File: config.mk
export PLATFORM = sky130hd
export DESIGN_NAME = rr_arbiter_4
export DESIGN_NICKNAME = d
export VERILOG_FILES = /design/src/rtl/rr_arbiter_4.sv
export SDC_FILE = /design/constraint.sdc
export NUM_CORES = 1
export LEC_CHECK = 0
export ABC_AREA = 1
export CAP_MARGIN = 20
export CORE_MARGIN = 8
export CORE_UTILIZATION = 25
export DETAILED_ROUTE_END_ITERATION = 10
export SLEW_MARGIN = 10
export SYNTH_ARGS = -nofsm -noshare
export SYNTH_HDL_FRONTEND = slang
export SYNTH_SLANG_ARGS = --single-unit
File: constraint.sdc
create_clock -name clk -period 3.15 [get_ports clk]
set_clock_uncertainty 0.05 [all_clocks]
set_input_delay 0.63 -clock clk [delete_from_list [all_inputs] [get_ports clk]]
set_output_delay 0.63 -clock clk [all_outputs]
set_load 0.02 [all_outputs]
File: src/rtl/rr_arbiter_4.sv
// rr_arbiter_4: four-requester round-robin arbiter for one shared resource.
//   clk     - system clock, rising edge
//   rst     - synchronous active-high reset
//   req     - request lines, req[i] high when requester i wants the resource
//   rel     - release strobe from the current owner (ignored while idle)
//   gnt     - registered one-hot grant
//   gnt_idx - binary index of the granted requester (0 when no grant)
//   gnt_vld - high whenever gnt is non-zero
//   timeout - one-cycle pulse when a grant is revoked by the hold limit
// The owner keeps the grant until it releases, drops its request, or hits
// MAX_HOLD consecutive cycles (0 disables the limit). Every grant is
// followed by one idle cycle before the next grant can start.
module rr_arbiter_4 #(
  parameter int unsigned MAX_HOLD = 8
) (
  input  logic       clk,
  input  logic       rst,
  input  logic [3:0] req,
  input  logic       rel,
  output logic [3:0] gnt,
  output logic [1:0] gnt_idx,
  output logic       gnt_vld,
  output logic       timeout
);

  localparam int unsigned HW = (MAX_HOLD > 0) ? $clog2(MAX_HOLD + 1) : 1;
  localparam logic [HW-1:0] HOLD_LIMIT = HW'(MAX_HOLD);
  localparam logic          LIMIT_EN   = (MAX_HOLD != 0);

  typedef enum logic {
    IDLE,
    GRANT
  } state_t;

  state_t        state;
  logic [1:0]    ptr;
  logic [HW-1:0] hold_cnt;

  logic [1:0] pick_idx;
  logic       pick_vld;
  logic       end_rel;
  logic       end_drop;
  logic       end_lim;

  // First requester at or after ptr, wrapping modulo 4.
  always_comb begin
    pick_idx = '0;
    pick_vld = 1'b0;
    for (int unsigned k = 0; k < 4; k++) begin
      logic [1:0] cand;
      cand = ptr + 2'(k);
      if (!pick_vld && req[cand]) begin
        pick_idx = cand;
        pick_vld = 1'b1;
      end
    end
  end

  always_comb begin
    end_rel  = rel;
    end_drop = !req[gnt_idx];
    end_lim  = LIMIT_EN && (hold_cnt == HOLD_LIMIT);
  end

  always_ff @(posedge clk) begin
    if (rst) begin
      state    <= IDLE;
      ptr      <= '0;
      hold_cnt <= '0;
      gnt      <= '0;
      gnt_idx  <= '0;
      gnt_vld  <= 1'b0;
      timeout  <= 1'b0;
    end else begin
      timeout <= 1'b0;
      case (state)
        IDLE: begin
          if (pick_vld) begin
            gnt      <= 4'b0001 << pick_idx;
            gnt_idx  <= pick_idx;
            gnt_vld  <= 1'b1;
            hold_cnt <= HW'(1);
            state    <= GRANT;
          end
        end
        GRANT: begin
          if (end_rel || end_drop || end_lim) begin
            gnt      <= '0;
            gnt_idx  <= '0;
            gnt_vld  <= 1'b0;
            ptr      <= gnt_idx + 2'd1;
            hold_cnt <= '0;
            state    <= IDLE;
            // Only a pure limit expiry counts as a forced revoke.
            timeout  <= end_lim && !end_rel && !end_drop;
          end else begin
            hold_cnt <= hold_cnt + 1'b1;
          end
        end
        default: state <= IDLE;
      endcase
    end
  end

endmodule
* Word level (Yosys, flattened, before mapping)
Index checks and enable logic that the tools add are counted.
W data, S select, Z words.
** Storage, ports and cells
- Register bits after elaboration :: 15
- Bits of input ports :: 7
- Output and inout bits :: 8
- Logic and storage cells :: 71
** Operators by class
- Add/sub/neg operators :: 5
- Magnitude comparators :: 5
- Eq/ne operators :: 3
- Shift-type cells :: 1
- Multiplexer cells :: 33
- Bitwise gates (word level) :: 2
- Reduce and logical (&&, ||, !) cells :: 15
** Operators with widths (count)
- $mux W4 :: 4
- $pmux W4 S2 :: 2
- $lt A2 B3 Y1 const B :: 5
- $mux W1 :: 13
- $mux W2 :: 6
- $bmux W1 S2 :: 5
- $logic_and A1 B1 Y1 :: 5
- $logic_not A1 Y1 :: 5
- $add A2 B1 Y2 const B :: 2
- $add A2 B2 Y2 const B :: 2
- $add A4 B1 Y4 const B :: 1
- $eq A4 B4 Y1 const B :: 1
- $pmux W1 S2 :: 2
- $pmux W2 S2 :: 1
- $reduce_and A2 Y1 :: 2
- $shl A1 B2 Y4 const A :: 1
- $reduce_or A3 Y1 :: 1
- $logic_or A1 B1 Y1 :: 2
- $ne A2 B1 Y1 const B :: 1
- $ne A2 B2 Y1 const B :: 1
- $not A1 Y1 :: 2

* Longest topological paths before layout
- Depth in word-level cells :: 15
- Gate-level depth with buffers :: 13

* Worst setup path after synthesis
Ideal clock, no wire load.
- Path kind :: in2reg
- Start point :: input port req[3]
- End point :: register gnt[2]
- Setup time :: 114 ps
- Arrival :: 1412 ps
- Required time :: 2986 ps
- Path slack :: 1574 ps
- Stages on the path :: 10
- Buffers on the path :: 0
- Path through :: inv_1 -> nand2_1 -> nand3_1 -> nand2_4 -> nor2_4 -> nand3_4 -> nand2_4 -> nor2_2 -> nand3_1 -> nand2_1
** On the way
- Cells in the longest elaborated chain, start to end :: 15
** Ends and longest elaborated chain
- start: declaration :: line 18 : input logic [3:0] req,
- $bmux W1 S2 :: line 52 : if (!pick_vld && req[cand]) begin
- $mux W1 (implied by the code) :: line 52
- $mux W1 :: line 52
- $logic_not A1 Y1 :: line 52
- $logic_and A1 B1 Y1 :: line 52
- $mux W1 :: line 52
- $logic_not A1 Y1 :: line 52
- $logic_and A1 B1 Y1 :: line 52
- $mux W1 :: line 52
- $logic_not A1 Y1 :: line 52
- $logic_and A1 B1 Y1 :: line 52
- $mux W2 :: line 52
- $shl A1 B2 Y4 :: line 79 : gnt <= 4'b0001 << pick_idx;
- $mux W4 :: line 78 : if (pick_vld) begin
- $pmux W4 S2 :: line 76 : case (state)
- end signal: assignment :: line 79
- end: declaration :: line 20 : output logic [3:0] gnt,
Parallel ways exist; a longest one is shown, timed or not. The select of a mux whose other input is x is not followed.
A chain may end at the register's enable or synchronous reset.

* Worst setup path after layout
- Start point :: input port req[0]
- End point :: register ptr[1]
** On the way
- Cells in the longest elaborated chain, start to end :: 6
** Ends and longest elaborated chain
- $bmux W1 S2 :: line 61 : end_drop = !req[gnt_idx];
- $mux W1 (implied by the code) :: line 61
- $logic_not A1 Y1 :: line 61
- $logic_or A1 B1 Y1 (2 in a row) :: line 87 : if (end_rel || end_drop || end_lim) begin
- $reduce_and A2 Y1 (no source line)
- end signal: assignment :: line 91 : ptr <= gnt_idx + 2'd1;
- end: declaration :: line 36 : logic [1:0] ptr;
Every way passes these cells. The select of a mux whose other input is x is not followed.

==> results.md <==
- Worst Path Required: between 3000 and 4000 ps
- Cell variety after synth: 27
- Core box area: just over 0.004 sq mm
- Overall routed net length: 2350 um
- Vias/cell: 4.47
- Yosys reg bits: 15
- H-tree depth: 1
- Synth Area in Simple Gates: between 50% and 60%
- # resized after CTS: 0
- Cell Chain, Critical Path: clkdlybuf4s50_1 > inv_1 > nand2_1 > nand2_1 > o21ai_0 > nand3_1 > nand2_1 > inv_1 > nor2_1 > nor2_1
- Setup TNS: 0 ps
- Worst-Skew Late Latency: around 240 ps
- Crit path capture type: flip-flop
- CTS max path bufs: 2
- Crit Path Max Fanout: 11
- Die W: between 80 and 90 um
- Leak pwr: 0.594 nW
- Total number of vias: 997
- IO Count: 15
- Reg2reg start: ptr[0]
- Hold Vio Cnt, Final: 0
- CTS Sinks: 15
- Drt drc: 0
- Post-DR wirelength/cell: 10.5 um
- Synth area leader: dfxtp_1
- CP endpoint: ptr[1]
- Clk root buf: clkbuf_8
- Post-Synth Adder-Cell Area: 2.35%
- Worst path bufs/invs: 3
- EDFF count, synth: 0
- Fin. max-slew vios: 0
- Largest family of logic cells by synthesized area: simple AND/OR/NAND/NOR gates
- Fmax achieved: between 400 and 500 MHz
- Power per cell area: ~720 mW/mm^2
- # Post-CTS Setup Buffers: 0
- Status: completed
- Die area: 0.00661 sq mm
- Final Cell Area: ~0.0013 sq mm
- Placed Area: 0.00124 sq mm
- Commonest cells in the netlist: 51 x nand2_1, 15 x dfxtp_1, 15 x inv_1
- Share of cells above drive strength 1: ~15%
- Ys async rst share: 0%
- Top_reg_cell synth: dfxtp_1
- Critical path class: in -> reg
- Mapped Area: between 0.001 and 0.0015 sq mm
- I/O Buffers: 14
- Post-route minimum period: approximately 2200 ps
- Layout net count: ~180
- Num rows: 23
- CP delay by family, top: buffers and inverters
- Relative slew slack: 71.0%
- CP Depth: 10
- Mean Syn Cell Area: 6.70 sq um
- Initial antenna violation count: 0
- Synth area leaders: dfxtp_1 28%, nand2_1 18%, nand3_1 5.6%
- Placer congestion estimate: approximately 0.76
- Multiplexer area fraction after synthesis: 0%
- Critical Path Start: req[0]
- CP dominant cell by count: nand2_1
- Tcrit/Tclk final: a little over two thirds
- Critical Path AT: approximately 2300 ps
- Mapped Nets: 168
- Starting density of the core: a little over a quarter
- P&R area growth vs syn: 20.3%
- Maximum number of pins on one net before global-route repair: 14
- Clk slew on worst S/H paths: roughly 60 ps
- Util after Layout: a little under a third
- Global-route wire length before repair: 4040 um
- CP max stage cell: clkdlybuf4s50_1
- Die Y-Extent: between 80 and 90 um
- Worst reg2reg path depth: 11
- PnR Total Power: between 0.0009 and 0.001 W
- Gate Count Post-Synth: about 160
- Maxcap violations: 0
- Yosys warning count: 0
- Worst-Margin Slew: between 400 and 500 ps
- Cell with the most instances after synthesis: nand2_1
- Area share of the largest cell type after synthesis: approximately 28%
- Post-DP HPWL: around 1800 um
- Worst Hold Class: reg -> reg
- Maximum VDD drop: 0.206 mV
- Worst reg2reg endpoint: gnt[2]
- Final antenna-violating net count: 0
- Reg2Reg Setup Slack: between 1000 and 1500 ps
- Endpoints failing setup: 0
- Compound-Gate Fraction of Synth Area: under 10%
- Sequential share of the synthesized area: about 28%
- Diode count: 0
- Gr ovfl total: 0
- Number of global-route vias before repair: ~910
- Max incr delay on CP: 560 ps
- Setup crit start kind: primary input
- CTS tree: done
- Synth Area in XOR/XNOR: 2.46%
- Total GRT Usage: 7.59%
- Setup repair after global routing missed its margin: no
- Post-CTS Hold Fix Bufs: 0
- Pre-antenna DRT Iters: 4
- Initial drt markers: 52
- CTS Buf Count: 3
flip-flops by register name (all words and copies together) (netlist names):
name / cells
gnt: 4
hold_cnt: 4
gnt_idx: 2
ptr: 2
gnt_vld: 1
state: 1
timeout: 1
cell families after synthesis:
logic type,count (synthesis)
AND/OR/NAND/NOR,104
adder cells (fa/ha/maj),2
AO/OA/AOI/OAI,13
buffers and inverters,22
flip-flops,15
XOR/XNOR,3
worst min path at each step:
stage | from | endpoint | slack [ps] | cells past startpoint
2_1_floorplan | hold_cnt[3] | hold_cnt[3] | 410 | 2
3_3_place_gp | gnt_vld | gnt_vld | 420 | 2
3_5_place_dp | gnt_vld | gnt_vld | 420 | 2
4_1_cts | gnt_vld | gnt_vld | 430 | 2
5_1_grt | hold_cnt[3] | hold_cnt[3] | 460 | 2
6_report | gnt[1] | gnt[1] | 430 | 2
per-stage QoR:
stage	hold WS [ps]	instances	setup slack, ps
after global routing	459	223	774
after CTS	433	223	959
after floorplan	415	159	1570
after global placement	421	219	780
after detailed placement	417	219	723
final	429	223	962
power by group:
| part | total (W) | internal, W | switching [W] |
|---|---|---|---|
| clock | 0.000156 | 0.0000895 | 0.0000665 |
| combinational | 0.000472 | 0.000175 | 0.000296 |
| sequential | 0.000291 | 0.000234 | 0.0000569 |
| total | 0.000919 | 0.000499 | 0.000420 |
final cells by class:
| class | count | area, sq um |
|---|---|---|
| inverter | 18 | 70.1 |
| sequential | 15 | 300 |
| fill | 435 | 2780 |
| timing repair buffer | 14 | 140 |
| tap | 50 | 62.6 |
| clock buffer | 4 | 45.0 |
| multi-input combinational | 122 | 664 |
worst register-to-register path, stage by stage (launching register included):
cell,delay [ps]
dfxtp_1,590
inv_2,220
nand2_1,120
nand2_2,90
nand2_2,80
nand2_2,60
nor2_4,110
nand3_4,120
nand2_4,120
nor2_2,60
nand3_1,80
nand2_1,50
placed cells by master, fill, tap and decap left out, types with 2 or more instances in the layout:
cell | netlist | final
nand2_1 | 51 | 51
inv_1 | 15 | 15
dfxtp_1 | 15 | 15
clkdlybuf4s50_1 | 0 | 14
nand3_1 | 12 | 12
nor2_1 | 11 | 11
nand2_2 | 8 | 8
nand4_1 | 7 | 7
o21ai_0 | 6 | 6
nand2_4 | 5 | 5
a21oi_1 | 5 | 5
nor2_4 | 3 | 3
clkbuf_8 | 0 | 3
nor2_2 | 2 | 2
xor2_1 | 2 | 2
nor3_1 | 2 | 2
ha_1 | 2 | 2
metal layers:
layer  routed length [um]  GRT usage [%]  up-vias
met4                   16           3.21        0
li1                     -              -      539
met2                 1140           12.5       11
met3                   87           1.66        2
met1                 1100           9.28      445
met5                    0              0        -
Note: power is estimated with default switching activity, not from simulation.
